==> src/rtl/mu0_control.sv <==
// mu0_control: fetch/execute control FSM for the MU0 datapath.
// Decodes opcode F and accumulator flags N/Z into ALU mode, mux selects,
// register enables and memory strobes, and keeps a saturating count of
// completed instructions.
//
// Ports:
//   Clk, Reset        clock (rising edge), asynchronous active-low reset
//   F[3:0], N, Z      opcode (IR[15:12]), Acc negative flag, Acc zero flag
//   Step              single-step release (only with MU0_STEP_EN)
//   X_sel, Y_sel      ALU X source (0=PC,1=Acc), Y source (0=mem,1=IR)
//   Addr_sel          memory address source (0=PC,1=IR[11:0])
//   PC_En/IR_En/Acc_En register load enables
//   Rd, Wr            memory strobes
//   M[1:0]            ALU mode: 00 Q=Y, 01 X+Y, 10 X+1, 11 X-Y
//   Halted            high while in HALT
//   InstCount         saturating count of completed instructions
//
// Optional feature: define MU0_STEP_EN to add the Step input and a STEPWAIT
// state entered after every non-STP instruction.
//
// Only the state and InstCount are registered; all other outputs decode
// combinationally from state, F, N and Z.

module mu0_control #(
    parameter int unsigned ICNT_W = 16
) (
    input  logic              Clk,
    input  logic              Reset,
    input  logic [3:0]        F,
`ifdef MU0_STEP_EN
    input  logic              Step,
`endif
    input  logic              N,
    input  logic              Z,
    output logic              X_sel,
    output logic              Y_sel,
    output logic              Addr_sel,
    output logic              PC_En,
    output logic              IR_En,
    output logic              Acc_En,
    output logic              Rd,
    output logic              Wr,
    output logic [1:0]        M,
    output logic              Halted,
    output logic [ICNT_W-1:0] InstCount
);

    localparam logic [3:0] OP_LDA = 4'd0;
    localparam logic [3:0] OP_STA = 4'd1;
    localparam logic [3:0] OP_ADD = 4'd2;
    localparam logic [3:0] OP_SUB = 4'd3;
    localparam logic [3:0] OP_JMP = 4'd4;
    localparam logic [3:0] OP_JGE = 4'd5;
    localparam logic [3:0] OP_JNE = 4'd6;
    localparam logic [3:0] OP_STP = 4'd7;

    localparam logic [1:0] M_PASS_Y = 2'b00;
    localparam logic [1:0] M_ADD    = 2'b01;
    localparam logic [1:0] M_INC    = 2'b10;
    localparam logic [1:0] M_SUB    = 2'b11;

    typedef enum logic [1:0] {
        S_FETCH    = 2'd0,
        S_EXECUTE  = 2'd1,
        S_HALT     = 2'd2,
        S_STEPWAIT = 2'd3
    } state_t;

    state_t              r_state;
    state_t              w_next;
    logic [ICNT_W-1:0]   r_icnt;

    logic       w_x_sel, w_y_sel, w_addr_sel;
    logic       w_pc_en, w_ir_en, w_acc_en;
    logic       w_rd, w_wr, w_halted;
    logic [1:0] w_m;

    // State register
    always_ff @(posedge Clk or negedge Reset) begin
        if (!Reset) begin
            r_state <= S_FETCH;
        end else begin
            r_state <= w_next;
        end
    end

    // Instruction counter: every EXECUTE cycle completes an instruction; holds at all-ones
    always_ff @(posedge Clk or negedge Reset) begin
        if (!Reset) begin
            r_icnt <= '0;
        end else if ((r_state == S_EXECUTE) && (r_icnt != {ICNT_W{1'b1}})) begin
            r_icnt <= r_icnt + ICNT_W'(1);
        end
    end

    // Next-state and output decode
    always_comb begin
        w_next     = r_state;
        w_x_sel    = 1'b0;
        w_y_sel    = 1'b0;
        w_addr_sel = 1'b0;
        w_pc_en    = 1'b0;
        w_ir_en    = 1'b0;
        w_acc_en   = 1'b0;
        w_rd       = 1'b0;
        w_wr       = 1'b0;
        w_m        = M_PASS_Y;
        w_halted   = 1'b0;

        case (r_state)
            S_FETCH: begin
                // Read instruction at PC into IR while PC <= PC+1
                w_addr_sel = 1'b0;
                w_rd       = 1'b1;
                w_ir_en    = 1'b1;
                w_x_sel    = 1'b0;
                w_m        = M_INC;
                w_pc_en    = 1'b1;
                w_next     = S_EXECUTE;
            end
            S_EXECUTE: begin
                case (F)
                    OP_LDA: begin
                        w_addr_sel = 1'b1;
                        w_rd       = 1'b1;
                        w_m        = M_PASS_Y;
                        w_acc_en   = 1'b1;
                    end
                    OP_STA: begin
                        w_addr_sel = 1'b1;
                        w_wr       = 1'b1;
                        w_x_sel    = 1'b1;
                    end
                    OP_ADD, OP_SUB: begin
                        w_addr_sel = 1'b1;
                        w_rd       = 1'b1;
                        w_x_sel    = 1'b1;
                        w_m        = (F == OP_ADD) ? M_ADD : M_SUB;
                        w_acc_en   = 1'b1;
                    end
                    OP_JMP: begin
                        w_y_sel = 1'b1;
                        w_pc_en = 1'b1;
                    end
                    OP_JGE: begin
                        w_y_sel = !N;
                        w_pc_en = !N;
                    end
                    OP_JNE: begin
                        w_y_sel = !Z;
                        w_pc_en = !Z;
                    end
                    default: ;
                endcase
                if (F == OP_STP) begin
                    w_next = S_HALT;
                end else begin
`ifdef MU0_STEP_EN
                    w_next = S_STEPWAIT;
`else
                    w_next = S_FETCH;
`endif
                end
            end
            S_HALT: begin
                w_halted = 1'b1;
            end
`ifdef MU0_STEP_EN
            S_STEPWAIT: begin
                if (Step) begin
                    w_next = S_FETCH;
                end
            end
`endif
            default: begin
                w_next = S_FETCH;
            end
        endcase

        // Reset held low suppresses every enable and strobe immediately
        if (!Reset) begin
            w_pc_en  = 1'b0;
            w_ir_en  = 1'b0;
            w_acc_en = 1'b0;
            w_rd     = 1'b0;
            w_wr     = 1'b0;
        end
    end

    assign X_sel     = w_x_sel;
    assign Y_sel     = w_y_sel;
    assign Addr_sel  = w_addr_sel;
    assign PC_En     = w_pc_en;
    assign IR_En     = w_ir_en;
    assign Acc_En    = w_acc_en;
    assign Rd        = w_rd;
    assign Wr        = w_wr;
    assign M         = w_m;
    assign Halted    = w_halted;
    assign InstCount = r_icnt;

endmodule
==> config.mk <==
export PLATFORM = sky130hd
export DESIGN_NAME = mu0_control
export DESIGN_NICKNAME = d
export VERILOG_FILES = /design/src/rtl/mu0_control.sv
export SDC_FILE = /design/constraint.sdc
export NUM_CORES = 1
export LEC_CHECK = 0
export CORE_MARGIN = 8
export CORE_UTILIZATION = 25
export CTS_CLUSTER_SIZE = 8
export DETAILED_ROUTE_END_ITERATION = 8
export PLACE_DENSITY_LB_ADDON = 0.3
export RECOVER_POWER = 50
export SYNTH_ARGS = -nofsm -noshare
export SYNTH_HDL_FRONTEND = slang
export SYNTH_SLANG_ARGS = --single-unit
==> constraint.sdc <==
create_clock -name Clk -period 1.8 [get_ports Clk]
set_clock_uncertainty 0.05 [all_clocks]
set_input_delay 0.36 -clock Clk [delete_from_list [all_inputs] [get_ports Clk]]
set_output_delay 0.36 -clock Clk [all_outputs]
set_load 0.02 [all_outputs]
==> flow_summary_export.csv, run 1 <==
group,metric,value,unit
setup_path,cp-start-kind,"flop",
grt,grt_pass1_wl,4790,um
sta,max_freq,552,MHz
cells_and_area,design_area,1560,um^2
power,intPower,1.05,mW
drt,drc_errors,0,
setup_path,path_class,"flop to output pin",
power,clkPwrFrac,16.2,%
power,power_density,1120,nW/um^2
sta,setup_viol,1,
grt,antenna_found_initial,0,
clock_tree,clk_latency,0.25,ns
cells_and_area,drive_above_1_share,31.4,%
synthesis,synth-simple-area-share,32.7,%
synthesis,yosys-mux-area-fraction,2.59,%
synthesis,synth_edf_count,0,
drt,wl_per_cell,13.9,um
sta,grt_setup_unrepaired,"yes",
drt,drt_iter0_drc,53,
sta,whs,0.447,ns
synthesis,synth_top_family_by_area,"simple AND/OR/NAND/NOR gates",
outcome,violations,"negative setup slack",
outcome,status,"finished with violations",
setup_path,crit_required,1.39,ns
synthesis,synth_cell_types,36,
synthesis,ys_seq_area_share,44.4,%
power,switching_share,39.8,%
sta,fin_crit,1.81,ns
synthesis,syn_area,1010,um^2
synthesis,ys_warn_count,0,
clock_tree,clockRootBuffer,"clkbuf_8",
clock_tree,clk_pin_slew,0.06,ns
cells_and_area,fin_nets,163,
grt,grtUsageTotal,9.27,%
drt,drt_wl_total,2820,um
synthesis,avgSynthCellArea,10.4,um^2
place,port_buffers,34,
grt,grt_max_degree,19,
synthesis,post-synth-top-count-cell,"dfrtp_1",
synthesis,synth_cells,97,
power,pwr-share-seq,34.3,%
floorplan,die_y,79.7,um
cells_and_area,final_util,39.5,%
sta,fin_crit_sh,101,%
grt,gr-total-overflow,0,
setup_path,arrival,1.40,ns
cells_and_area,diodes,0,
place,placed_area,1560,um^2
clock_tree,hold_buffers,0,
power,p_sw,0.697,mW
floorplan,core,3940,um^2
synthesis,synth-async-reset-ratio,100,%
clock_tree,clockBufferDepth,2,
floorplan,dieArea,6350,um^2
power,p_leak,0.725,nW
clock_tree,h-tree-depth,1,
job,cap_violations,0,
sta,relSlewSlack,35.4,%
sta,drv_slew,0,
synthesis,synth-adder-area-share,1.23,%
drt,first_pass_iters,4,
synthesis,synth_xor_xnor_area_share,10.4,%
cells_and_area,area_delta_synth_final,53.6,%
clock_tree,cts_buffers,3,
synthesis,syn_nets,106,
grt,grt_pass1_vias,1031,
power,p_comb_share,49.5,%
synthesis,synthTopCellsByCount,"18 x dfrtp_1, 8 x nor2_1, 8 x xor2_1, 6 x nand2_1",
synthesis,synth_compound_gate_area_share,6.30,%
synthesis,synth-seq-cells,18,
place,gp_congestion,0.763,
cells_and_area,num-fill-cells,394,
drt,via_count,930,
sta,worst_pin_slew,0.970,ns
clock_tree,cts_tree,"built",
synthesis,synth_top_area_share,44.4,%
power,ir_drop,0.521,mV
setup_path,crit_path_max_fanout,3,
floorplan,row_count,23,
floorplan,die_x,79.7,um
synthesis,synthFlopType,"dfrtp_1",
sta,final_hold_viol_count,0,
synthesis,synth_top_area_cell,"dfrtp_1",
floorplan,pin_count,35,
floorplan,start_util,25.7,%
drt,via_per_inst,4.58,
clock_tree,clock-sinks,18,
sta,fin_ws,-0.0106,ns
power,finalPower,1.75,mW
setup_path,crit_path_end_kind,"output pin",
min_path,hp-class,"flop to flop",
place,dpl.hpwl,2270,um
synthesis,synth_area_leaders,"dfrtp_1 44%, xor2_1 6.9%, xnor2_1 3.5%",
drt,postRouteAntennaNets,0,
critical path: stages, from the launching register on:
cell and delay, ns:
dfrtp_1 0.38, nand2b_4 0.17, nor3_4 0.16, and3_2 0.22, or2_1 0.10, buf_4 0.13
placed cells by master (no fill, tap or decap), types with 3 or more instances in the layout:
cell / count
buf_2: 3
nand2_1: 6
nand4_1: 5
dlygate4sd2_1: 5
nor3_1: 3
buf_4: 25
clkbuf_1: 5
nand3_1: 5
a21oi_1: 4
xnor2_1: 4
clkbuf_8: 3
dfrtp_1: 16
nor2_1: 7
xor2_1: 8
clkdlybuf4s50_1: 15
path summary, 6_finish.rpt:
path | depth (start not counted) | from | to | slack, ns
setup / recovery | 5 | r_state[1] | Rd | -0.01
hold / removal | 1 | InstCount[14] | InstCount[14] | 0.45
setup reg to reg | 6 | InstCount[0] | InstCount[9] | 0.04
hold reg to reg | 1 | InstCount[14] | InstCount[14] | 0.45
max in group asynchronous | 2 | Reset | InstCount[1] | 0.55
min in group asynchronous | 2 | Reset | InstCount[9] | 0.51
registers in the layout (all words and copies together), names as in the netlist:
register	cells
InstCount	16
r_state	2
cell type report:
type	instances	area, um^2	area share, %
well taps	50	62.6	4.02
inverters	2	7.51	0.482
multi-input cells	75	561	36.0
clock buffers	4	45.0	2.89
flip-flops and latches	18	453	29.1
repair buffers	54	428	27.5
layer usage:
metal / wire length, um / up-vias / GRT usage, %
li1: - / 459 / -
met1: 1190 / 443 / 10.3
met2: 1390 / 26 / 15.6
met3: 240 / 2 / 4.39
met4: 4 / 0 / 2.22
met5: 0 / - / 0
power by group through the flow:
stage	Sequential, mW	Clock, mW	Combinational [mW]
after global placement	0.599	0	0.906
after floorplan	0.699	0	0.373
final	0.601	0.283	0.866
after global routing	0.619	0.314	0.927
after CTS	0.605	0.294	0.900
after detailed placement	0.604	0	0.917
metrics by stage:
stage	worst slack, ns	TNS (ns)	std cells
6_report	-0.0106	-0.0106	203
5_1_grt	-0.0919	-0.409	203
4_1_cts	-0.0304	-0.0304	203
3_5_place_dp	-0.624	-5.21	199
3_3_place_gp	-0.599	-5.06	199
2_1_floorplan	-0.0565	-0.0565	97
kinds of logic after synthesis:
kind of cell	count (synthesis)
buffers and inverters	4
flip-flops	18
XOR/XNOR	12
AO/OA/AOI/OAI	11
multiplexers	2
adder cells (fa/ha/maj)	1
AND/OR/NAND/NOR	49
what timing repair did:
item | CTS | global route
setup buffers | 0 | 0
pin swaps | 1 | 1
gates resized for setup | 52 | 12
setup endpoints to repair | 11 | 16
No activity file was read; power rests on OpenSTA's default activity.
==> run 2: changes to the inputs <==
--- a/config.mk
+++ b/config.mk
@@ -5,6 +5,7 @@
 export SDC_FILE = /design/constraint.sdc
 export NUM_CORES = 1
 export LEC_CHECK = 0
+export ABC_CLOCK_PERIOD_IN_PS = 1800
 export CORE_MARGIN = 8
 export CORE_UTILIZATION = 25
 export CTS_CLUSTER_SIZE = 8
==> constraint.sdc (replaced) <==
create_clock -name Clk -period 1.8 [get_ports Clk]
set_clock_uncertainty 0.05 [all_clocks]
set_input_delay 0.45 -clock Clk [delete_from_list [all_inputs] [get_ports Clk]]
set_output_delay 0.45 -clock Clk [all_outputs]
set_load 0.02 [all_outputs]
==> run 2 against run 1 <==
Against the previous run:
- the flow still finishes with violations (negative setup slack)
- total power grew 1.0%
- fmax shrank 3.0%
- clock power is essentially flat
- first-iteration DRC count shrank 9.4%
- register-to-register slack is essentially flat
- via count shrank 2.2%
- combinational power grew 2.9%
- utilization grew 0.44 points
- sequential power shrank 1%
- wire length shrank 3.3%
- global-route usage shrank 0.53 points
- sequential share of layout area shrank 0.40 points
- critical path type unchanged
==> flow_summary_export.csv, run 2 (synthesis gave the netlist of run 1 again) <==
group,metric,value,unit
drt,via_per_inst,4.53,
drt,drc_errors,0,
cells_and_area,final_util,39.9,%
min_path,hp-class,"input pin to asynchronous set/reset pin",
setup_path,arrival,1.37,ns
drt,drt_wl_total,2730,um
power,power_density,1120,nW/um^2
grt,grt_max_degree,13,
clock_tree,clk_pin_slew,0.06,ns
cells_and_area,diodes,0,
sta,setup_viol,5,
grt,gr-total-overflow,0,
clock_tree,h-tree-depth,1,
floorplan,pin_count,35,
setup_path,cp-start-kind,"flop",
power,finalPower,1.77,mW
cells_and_area,layout_common_cells,"19 x buf_4, 17 x dfrtp_1, 17 x dlygate4sd2_1",
drt,wl_met1,1150,um
sta,tns,-0.194,ns
place,port_buffers,34,
grt,grt_pass1_vias,883,
sta,relSlewSlack,55.5,%
floorplan,core,3940,um^2
clock_tree,clk_latency,0.25,ns
cells_and_area,num-fill-cells,376,
outcome,violations,"negative setup slack",
drt,wl_per_cell,13.6,um
floorplan,start_util,25.7,%
power,ir_drop,0.545,mV
setup_path,crit_path_end_kind,"output pin",
grt,antenna_found_initial,0,
clock_tree,clock-sinks,18,
clock_tree,clockBufferDepth,2,
sta,fin_crit_sh,104,%
drt,drt_iter0_drc,48,
drt,top_layer_used,"met4",
place,gp_congestion,0.784,
job,cap_violations,0,
grt,grt_pass1_wl,4400,um
sta,drv_slew,0,
sta,worst_pin_slew,0.667,ns
drt,postRouteAntennaNets,0,
cells_and_area,final_common_cell,"buf_4",
drt,wl_met3,111,um
drt,met2_wirelength,1440,um
cells_and_area,fin_nets,161,
setup_path,crit_path_max_fanout,3,
outcome,status,"finished with violations",
clock_tree,clockRootBuffer,"clkbuf_8",
sta,fin_crit,1.87,ns
sta,fin_ws,-0.0670,ns
cells_and_area,largest_reg_flops,16,
clock_tree,cts_buffers,3,
cells_and_area,final_cells,201,
cells_and_area,drive_above_1_share,35.1,%
setup_path,crit_required,1.30,ns
sta,max_freq,536,MHz
floorplan,die_y,79.7,um
place,numPlacedInstances,196,
floorplan,die_x,79.7,um
floorplan,row_count,23,
clock_tree,cts_tree,"built",
drt,via_count,910,
power,p_leak,0.768,nW
cells_and_area,area_delta_synth_final,55.3,%
floorplan,dieArea,6350,um^2
sta,final_hold_viol_count,0,
sta,grt_setup_unrepaired,"yes",
drt,first_pass_iters,4,
grt,grtUsageTotal,8.74,%
setup_path,path_class,"flop to output pin",
place,dpl.hpwl,2150,um
run 2: power by group:
group          total, mW  internal, mW  switching [mW]
Combinational      0.891         0.412           0.479
Sequential         0.595         0.496          0.0997
Clock              0.281         0.157           0.124
run 2: worst paths after layout:
path	startpoint	endpoint	slack (ns)	cells after the start
max in group asynchronous	Reset	InstCount[0]	0.70	2
setup / recovery	r_state[1]	PC_En	-0.07	5
min in group Clk	InstCount[14]	InstCount[14]	0.44	1
hold / removal	Reset	InstCount[10]	0.32	2
hold reg to reg	InstCount[14]	InstCount[14]	0.44	1
setup reg to reg	InstCount[0]	InstCount[1]	0.05	5
run 2: cell type report:
class	count	area, um^2	area share (%)
flip-flops and latches	18	452	28.7
multi-input cells	75	593	37.7
well taps	50	62.6	3.97
repair buffers	52	414	26.3
inverters	2	7.51	0.477
clock buffers	4	45.0	2.86
run 2: repair_timing:
item	CTS	global route
gates resized for setup	81	15
hold buffers	0	0
endpoints found under the setup margin	25	15
setup buffers	0	1
pin swaps	6	5
endpoints found under the hold margin	0	0
run 2: layer usage:
layer | vias to the layer above | global-route usage [%]
met3 | 2 | 2.70
met2 | 17 | 14.5
li1 | 460 | -
met5 | - | 0
met4 | 0 | 3.33
met1 | 431 | 10.2
run 2: worst max-delay path: stages, from the launching register on:
cell and delay, ns:
dfrtp_1 0.38, nand2b_4 0.16, nor2_2 0.12, nand4_1 0.15, a21oi_2 0.17, buf_6 0.13
run 2: stage by stage:
stage	cell area (um^2)	setup WS, ns	hold WS (ns)
global placement	1550	-0.739	0.433
floorplan	1040	-0.0606	0.104
finish	1570	-0.0670	0.318
CTS	1570	-0.0738	0.269
detailed placement	1550	-0.754	0.441
global route	1570	-0.135	0.336
==> run 3: changes to the inputs <==
--- a/config.mk
+++ b/config.mk
@@ -8,6 +8,7 @@
 export ABC_CLOCK_PERIOD_IN_PS = 1800
 export CORE_MARGIN = 8
 export CORE_UTILIZATION = 25
+export CTS_CLUSTER_DIAMETER = 200
 export CTS_CLUSTER_SIZE = 8
 export DETAILED_ROUTE_END_ITERATION = 8
 export PLACE_DENSITY_LB_ADDON = 0.3
==> results of run 3 <==
Same layout as run 2: the final DEF is identical, and so are final timing and power.
